`config.mk`:
```
export PLATFORM = sky130hd
export DESIGN_NAME = tx_link_ctrl_flat
export DESIGN_NICKNAME = d
export VERILOG_FILES = /design/src/rtl/tx_link_ctrl_if.sv /design/src/rtl/tx_link_ctrl.sv /design/src/flat_wrapper.sv
export SDC_FILE = /design/constraint.sdc
export NUM_CORES = 1
export LEC_CHECK = 0
export CELL_PAD_IN_SITES_DETAIL_PLACEMENT = 0
export CELL_PAD_IN_SITES_GLOBAL_PLACEMENT = 1
export CORE_ASPECT_RATIO = 1.25
export CORE_MARGIN = 3
export CORE_UTILIZATION = 37
export DETAILED_ROUTE_END_ITERATION = 10
export PLACE_DENSITY = 0.77
export SETUP_SLACK_MARGIN = 0.05
export SYNTH_ARGS = -nofsm -noshare
export SYNTH_HDL_FRONTEND = slang
export SYNTH_SLANG_ARGS = --single-unit
```
`constraint.sdc`:
```
create_clock -name clk -period 2.75 [get_ports clk]
set_clock_uncertainty 0.2 [all_clocks]
set_input_delay 0.4125 -clock clk [delete_from_list [all_inputs] [get_ports clk]]
set_output_delay 0.4125 -clock clk [all_outputs]
set_load 0.05 [all_outputs]
```
`src/rtl/tx_link_ctrl_if.sv`:
```
// Upstream word handshake between a word source and the link controller.
// The source (master) offers a word with reqValid/reqData/reqK.
// The controller (slave) answers with a combinational reqReady.
interface tx_link_ctrl_if;
   logic        reqValid;
   logic [31:0] reqData;
   logic        reqK;
   logic        reqReady;

   modport master (
      output reqValid,
      output reqData,
      output reqK,
      input  reqReady
   );

   modport slave (
      input  reqValid,
      input  reqData,
      input  reqK,
      output reqReady
   );
endinterface

```
`src/rtl/tx_link_ctrl.sv`:
```
// Transmit link controller.
// Brings the link up: electrical idle, then wake, then COM training, then active.
// While active it paces words at one per word period and inserts SKP words periodically.
// A stop request sends EIOS, holds it for one word period, and returns to electrical idle.
module tx_link_ctrl #(
   parameter int TS_COUNT     = 4,
   parameter int IDLE_MIN     = 8,
   parameter int SKP_INTERVAL = 64
) (
   input  logic          clk,
   input  logic          rst,
   input  logic          enb,
   input  logic          start,
   input  logic          stop,
   input  logic [1:0]    dataS,
   tx_link_ctrl_if.slave req,
   output logic [31:0]   txData,
   output logic          txK,
   output logic          txElecIdle,
   output logic          txLoad,
   output logic          linkUp,
   output logic [2:0]    state
);

   // cnt doubles as the wake timer, so it must cover both the longest word and IDLE_MIN.
   localparam int CNT_MAX = (IDLE_MIN > 40) ? IDLE_MIN : 40;
   localparam int CNT_W   = $clog2(CNT_MAX);
   localparam int TS_W    = $clog2(TS_COUNT + 1);

   localparam logic [7:0] SYM_COM  = 8'hBC;
   localparam logic [7:0] SYM_EIOS = 8'h7C;
   localparam logic [7:0] SYM_SKP  = 8'h1C;
   localparam logic [7:0] SYM_IDLE = 8'h00;

   typedef enum logic [2:0] {
      ST_ELEC_IDLE = 3'd0,
      ST_WAKE      = 3'd1,
      ST_TRAIN     = 3'd2,
      ST_ACTIVE    = 3'd3,
      ST_STOPPING  = 3'd4
   } state_t;

   state_t             state_q, state_d;
   logic [CNT_W-1:0]   cnt_q, cnt_d;
   logic [1:0]         width_q, width_d;
   logic [TS_W-1:0]    ts_cnt_q, ts_cnt_d;
   logic [9:0]         word_cnt_q, word_cnt_d;
   logic               stop_flag_q, stop_flag_d;
   logic [31:0]        tx_data_q, tx_data_d;
   logic               tx_k_q, tx_k_d;

   logic [CNT_W-1:0]   last_cnt;
   logic [CNT_W-1:0]   cnt_wrap;
   logic               skp_due;
   logic               load_word;
   logic [31:0]        word_sel;
   logic               word_k;

   // Replicate a symbol byte across the lanes of the latched width; upper lanes stay 0.
   function automatic logic [31:0] lanes(input logic [7:0] b, input logic [1:0] w);
      case (w)
         2'b01:   lanes = {16'h0000, b, b};
         2'b10:   lanes = {b, b, b, b};
         default: lanes = {24'h000000, b};
      endcase
   endfunction

   // Keep only the low bytes of an upstream word that fit the latched width.
   function automatic logic [31:0] mask_data(input logic [31:0] d, input logic [1:0] w);
      case (w)
         2'b01:   mask_data = {16'h0000, d[15:0]};
         2'b10:   mask_data = d;
         default: mask_data = {24'h000000, d[7:0]};
      endcase
   endfunction

   // Last cnt value of a word period: 10, 20 or 40 cycles per word.
   always_comb begin
      case (width_q)
         2'b01:   last_cnt = CNT_W'(19);
         2'b10:   last_cnt = CNT_W'(39);
         default: last_cnt = CNT_W'(9);
      endcase
   end

   assign cnt_wrap = (cnt_q == last_cnt) ? '0 : cnt_q + CNT_W'(1);
   assign skp_due  = (word_cnt_q == 10'(SKP_INTERVAL));

   // Next-state, counters and word selection; nothing moves while enb is low.
   always_comb begin
      state_d     = state_q;
      cnt_d       = cnt_q;
      width_d     = width_q;
      ts_cnt_d    = ts_cnt_q;
      word_cnt_d  = word_cnt_q;
      stop_flag_d = stop_flag_q;
      tx_data_d   = tx_data_q;
      tx_k_d      = tx_k_q;
      load_word   = 1'b0;
      word_sel    = '0;
      word_k      = 1'b0;

      if (enb) begin
         case (state_q)
            ST_ELEC_IDLE: begin
               // stop is ignored here, so start always wins a same-cycle request.
               if (start) begin
                  state_d     = ST_WAKE;
                  width_d     = dataS;
                  cnt_d       = '0;
                  ts_cnt_d    = '0;
                  word_cnt_d  = '0;
                  stop_flag_d = 1'b0;
               end
            end

            ST_WAKE: begin
               if (stop) stop_flag_d = 1'b1;
               if (cnt_q == CNT_W'(IDLE_MIN - 1)) begin
                  state_d = ST_TRAIN;
                  cnt_d   = '0;
               end else begin
                  cnt_d = cnt_q + CNT_W'(1);
               end
            end

            ST_TRAIN: begin
               if (stop) stop_flag_d = 1'b1;
               cnt_d = cnt_wrap;
               if (cnt_q == '0) begin
                  load_word = 1'b1;
                  word_sel  = lanes(SYM_COM, width_q);
                  word_k    = 1'b1;
                  ts_cnt_d  = ts_cnt_q + TS_W'(1);
               end
               // Entering ACTIVE at the wrap makes the boundary after the last COM an ACTIVE one.
               if ((cnt_q == last_cnt) && (ts_cnt_q == TS_W'(TS_COUNT))) begin
                  state_d = ST_ACTIVE;
               end
            end

            ST_ACTIVE: begin
               if (stop) stop_flag_d = 1'b1;
               cnt_d = cnt_wrap;
               if (cnt_q == '0) begin
                  load_word = 1'b1;
                  if (stop_flag_q) begin
                     word_sel = lanes(SYM_EIOS, width_q);
                     word_k   = 1'b1;
                     state_d  = ST_STOPPING;
                  end else if (skp_due) begin
                     word_sel   = lanes(SYM_SKP, width_q);
                     word_k     = 1'b1;
                     word_cnt_d = '0;
                  end else if (req.reqValid) begin
                     word_sel   = mask_data(req.reqData, width_q);
                     word_k     = req.reqK;
                     word_cnt_d = word_cnt_q + 10'd1;
                  end else begin
                     word_sel   = lanes(SYM_IDLE, width_q);
                     word_k     = 1'b0;
                     word_cnt_d = word_cnt_q + 10'd1;
                  end
               end
            end

            ST_STOPPING: begin
               // EIOS stays on the wire for the remainder of its word period.
               if (cnt_q == last_cnt) begin
                  state_d     = ST_ELEC_IDLE;
                  cnt_d       = '0;
                  ts_cnt_d    = '0;
                  word_cnt_d  = '0;
                  stop_flag_d = 1'b0;
                  tx_data_d   = '0;
                  tx_k_d      = 1'b0;
               end else begin
                  cnt_d = cnt_q + CNT_W'(1);
               end
            end

            default: begin
               state_d = ST_ELEC_IDLE;
               cnt_d   = '0;
            end
         endcase

         if (load_word) begin
            tx_data_d = word_sel;
            tx_k_d    = word_k;
         end
      end
   end

   // State and datapath registers with synchronous active-low reset.
   always_ff @(posedge clk) begin
      if (!rst) begin
         state_q     <= ST_ELEC_IDLE;
         cnt_q       <= '0;
         width_q     <= 2'b00;
         ts_cnt_q    <= '0;
         word_cnt_q  <= '0;
         stop_flag_q <= 1'b0;
         tx_data_q   <= '0;
         tx_k_q      <= 1'b0;
      end else begin
         state_q     <= state_d;
         cnt_q       <= cnt_d;
         width_q     <= width_d;
         ts_cnt_q    <= ts_cnt_d;
         word_cnt_q  <= word_cnt_d;
         stop_flag_q <= stop_flag_d;
         tx_data_q   <= tx_data_d;
         tx_k_q      <= tx_k_d;
      end
   end

   // Outputs: the new word is visible during its boundary cycle together with txLoad.
   always_comb begin
      txLoad       = load_word & rst;
      txData       = txLoad ? word_sel : tx_data_q;
      txK          = txLoad ? word_k : tx_k_q;
      txElecIdle   = (state_q == ST_ELEC_IDLE);
      linkUp       = (state_q == ST_ACTIVE);
      state        = state_q;
      req.reqReady = rst & enb & (state_q == ST_ACTIVE) & (cnt_q == '0)
                     & ~skp_due & ~stop_flag_q;
   end

endmodule

```
`src/flat_wrapper.sv`:
```
// flat-port wrapper written by rule: the top's interface ports become plain ports
module tx_link_ctrl_flat 
#(
   parameter int TS_COUNT     = 4,
   parameter int IDLE_MIN     = 8,
   parameter int SKP_INTERVAL = 64
)
  (clk, rst, enb, start, stop, dataS, txData, txK, txElecIdle, txLoad, linkUp, state, req_reqValid, req_reqData, req_reqK, req_reqReady);
  tx_link_ctrl_if req_i ();
  input  logic clk;
  input  logic rst;
  input  logic enb;
  input  logic start;
  input  logic stop;
  input  logic [1:0] dataS;
  output logic [31:0] txData;
  output logic txK;
  output logic txElecIdle;
  output logic txLoad;
  output logic linkUp;
  output logic [2:0] state;
  input wire logic [$bits(req_i.reqValid)-1:0] req_reqValid;
  input wire logic [$bits(req_i.reqData)-1:0] req_reqData;
  input wire logic [$bits(req_i.reqK)-1:0] req_reqK;
  output wire logic [$bits(req_i.reqReady)-1:0] req_reqReady;
  assign req_i.reqValid = req_reqValid;
  assign req_i.reqData = req_reqData;
  assign req_i.reqK = req_reqK;
  assign req_reqReady = req_i.reqReady;
  tx_link_ctrl #(.TS_COUNT(TS_COUNT), .IDLE_MIN(IDLE_MIN), .SKP_INTERVAL(SKP_INTERVAL)) u_core (.clk(clk), .rst(rst), .enb(enb), .start(start), .stop(stop), .dataS(dataS), .req(req_i), .txData(txData), .txK(txK), .txElecIdle(txElecIdle), .txLoad(txLoad), .linkUp(linkUp), .state(state));
endmodule
```
==> reports/qor.yml <==
status: "complete, but fails checks"
violations: "negative setup slack"
hold_path.class: "reg2reg"
wire_per_inst_um: 16.8
cp-start-kind: "flop"
ys.warnings.count: 0
port-buffer-count: 80
drcViolationCount: 0
path_class: "reg2out"
pwr-share-clk_pct: 44.1
chipHeight_um: 115
cp.required_ns: 2.14
cp_max_fo: 4
area_growth_pct: 69.4
n_antenna_cell: 0
first_pass_iters: 6
period_share_pct: 102
final_antenna_net_count: 0
p_sw_share_pct: 27.9
sequentialPowerShare_pct: 37.1
clock.fmax_ghz: 0.357
syn_nets: 486
maxCapViolations: 0
ir_drop_uv: 303
gr-usage-all-layers_pct: 22.5
cts_tree: "yes"
tightest_slew_ns: 0.641
rows: 39
async_flop_share_pct: 0
setup_violations: 5
fp.dieW_um: 93.1
synth_edf_count: 0
leakage_nw: 2.47
root_buffer: "clkbuf_16"
nets: 634
ys_types: 70
reg2reg_slack_ns: 0.35
fillers: 763
core_area_um2: 9170
min_to: "u_core.tx_data_q[12]$_SDFFE_PN0P_"
setup_ws_ns: -0.0508
htreeDepth: 3
vias: 3888
fin_tns_setup_ns: -0.102
rsz0062_at_grt: "yes"
reg2regPathDepth: 8
cts_made_buffers: 9
min_period_ns: 2.80
fp.dieArea_um2: 10700
pwr-share-comb_pct: 18.9
p_sw_mw: 0.661
grt_pass1_wl_um: 19000
final_max_slew_viol_count: 0
worstHoldStart: "u_core.tx_data_q[12]$_SDFFE_PN0P_"
reg2reg_to: "u_core.tx_data_q[6]$_SDFFE_PN0P_"
layout-drive-gt1-share_pct: 39.9
ys_seq_elements: 58
grt-ovfl-total: 0
synthFlopType: "dfxtp_1"
clkSinkCount: 58
wl_um: 12000
io_pins: 81
intPower_mw: 1.70
place.gp.congestion: 0.857
hold_viol_final: 0
first_iter_violations: 122
end_kind: "output pin"
viasPerCell: 5.46
grt_pass1_vias: 3816
dpl.cell_count: 674
max-clock-path-buffers: 2
cts.clk_slew.worst_paths_ns: 0.05
grt_max_degree: 29
avgSynthCellArea_um2: 8.03
antenna_found_initial: 0
layout.cells.non_filler: 712
timing.rr.start: "u_core.width_q[0]$_SDFFE_PN0P_"
start_util_pct: 38.2
dp_slack_ns: -0.0407
power_density_nw_per_um2: 398
ys_seq_area_share_pct: 33.1
syn-cell-area_um2: 3510
arrival_ns: 2.19
maxSlewHeadroom_pct: 57.2
whs_path_depth: 2
clkLatencyLatePin_ns: 0.33
netlist_instances: 437
dp_hpwl_um: 8780
==> power groups by stage <==
stage	Sequential [mW]	Clock [mW]	Combinational, mW
2_1_floorplan	0.888	0	0.216
6_report	0.877	1.04	0.447
4_1_cts	0.875	1.05	0.428
3_3_place_gp	0.891	0	0.386
3_5_place_dp	0.892	0	0.390
5_1_grt	0.878	1.10	0.477
==> Yosys cell counts (5+ instances only) <==
cell      number  area, um^2
ha_1           8         100
or3_1          5        31.3
and3_1         6        37.5
a31oi_1        5        31.3
nand4_1        8        50.1
dfxtp_1       58        1160
a21oi_1       33         165
nand3_1       20         100
o21ai_1        6        30.0
clkbuf_1       8        30.0
a21o_1        26         195
mux2i_1        5        50.1
nor2_1        23        86.3
inv_1         20        75.1
o21ai_0       29         145
nand2_1       74         278
o31ai_1        5        37.5
==> placed cells by master, fill, tap and decap left out, types with 4 or more instances in the layout <==
master / instances
or3_1: 4
clkdlybuf4s50_1: 43
ha_1: 5
nand2_2: 4
nand2_1: 69
a21oi_2: 12
o21ai_4: 9
dfxtp_1: 49
buf_12: 30
and3_1: 5
inv_1: 13
clkbuf_16: 9
o211ai_1: 4
dfxtp_2: 7
a31oi_1: 4
mux2i_1: 5
a21o_2: 4
nand3_2: 6
nand4_1: 8
inv_2: 5
a21o_1: 20
o21ai_1: 4
a21oi_1: 20
nand3_1: 15
buf_4: 76
nor2_1: 21
buf_6: 7
o21ai_0: 19
==> worst max-delay path by stage <==
stage | from | to | slack [ns] | depth (start not counted)
6_report | u_core.cnt_q[0]$_SDFFE_PN0P_ | txData[22] | -0.05 | 9
5_1_grt | u_core.cnt_q[0]$_SDFFE_PN0P_ | txData[22] | -0.14 | 9
4_1_cts | u_core.cnt_q[1]$_SDFFE_PN0P_ | txData[15] | -0.08 | 9
3_5_place_dp | req_reqValid | txData[24] | -0.04 | 7
3_3_place_gp | req_reqValid | txData[16] | -0.02 | 7
2_1_floorplan | u_core.cnt_q[0]$_SDFFE_PN0P_ | txData[13] | 0.02 | 8
==> cells by family (layout without fill, tap and decap cells) <==
group / after synthesis / in the layout / share of synthesized area (%)
AO/OA/AOI/OAI: 147 / 147 / 29.8
XOR/XNOR: 4 / 4 / 0.999
adder cells (fa/ha/maj): 8 / 8 / 2.85
buffers and inverters: 42 / 194 / 6.42
flip-flops: 58 / 58 / 33.1
multiplexers: 6 / 6 / 1.75
AND/OR/NAND/NOR: 172 / 172 / 25.0
==> state kept, by name, indices dropped and copies added, names as in the netlist <==
register and cells:
u_core.cnt_q 6, u_core.state 3, u_core.stop_flag_q 1, u_core.ts_cnt_q 3, u_core.tx_data_q 32, u_core.tx_k_q 1
u_core.width_q 2, u_core.word_cnt_q 10
==> cell type report <==
| type | count | area [um^2] | area share, % |
|---|---|---|---|
| multi-input combinational | 337 | 2530 | 42.6 |
| timing repair buffer | 159 | 1730 | 29.0 |
| sequential | 58 | 1180 | 19.8 |
| clock buffer | 13 | 260 | 4.38 |
| tap | 123 | 154 | 2.59 |
| inverter | 20 | 82.6 | 1.39 |
| clock inverter | 2 | 12.5 | 0.211 |
==> what timing repair did <==
| item | in CTS | in global routing |
|---|---|---|
| hold buffers | 0 | 0 |
| setup endpoints to repair | 33 | 32 |
| resized for setup | 59 | 25 |
| pin swaps | 19 | 20 |
| cloned | 0 | 0 |
| setup buffers | 13 | 10 |
==> per-layer routing <==
layer | vias up | GRT usage, % | routed length, um
li1 | 1893 | - | -
met1 | 1849 | 26.7 | 4880
met2 | 120 | 40.4 | 6140
met3 | 26 | 4.19 | 635
met4 | 0 | 8.31 | 299
met5 | - | 0 | 0
==> through the flow <==
stage / total power [mW] / util [%] / instance area, um^2 / hold slack, ns
final: 2.37 / 64.8 / 5940 / 0.239
after global routing: 2.46 / 64.8 / 5940 / 0.260
after CTS: 2.36 / 62.9 / 5770 / 0.242
after detailed placement: 1.28 / 56.4 / 5170 / 0.234
after global placement: 1.28 / 56.4 / 5170 / 0.229
after floorplan: 1.10 / - / 3680 / 0.223
==> critical path: stages, from the launching register on <==
cell     delay, ns
dfxtp_2       0.32
inv_2         0.07
ha_4          0.13
or2b_4        0.30
buf_12        0.14
nor3_4        0.20
nand2_2       0.11
buf_6         0.14
o31ai_4       0.28
buf_12        0.17
Note: power is estimated with default switching activity, not from simulation.
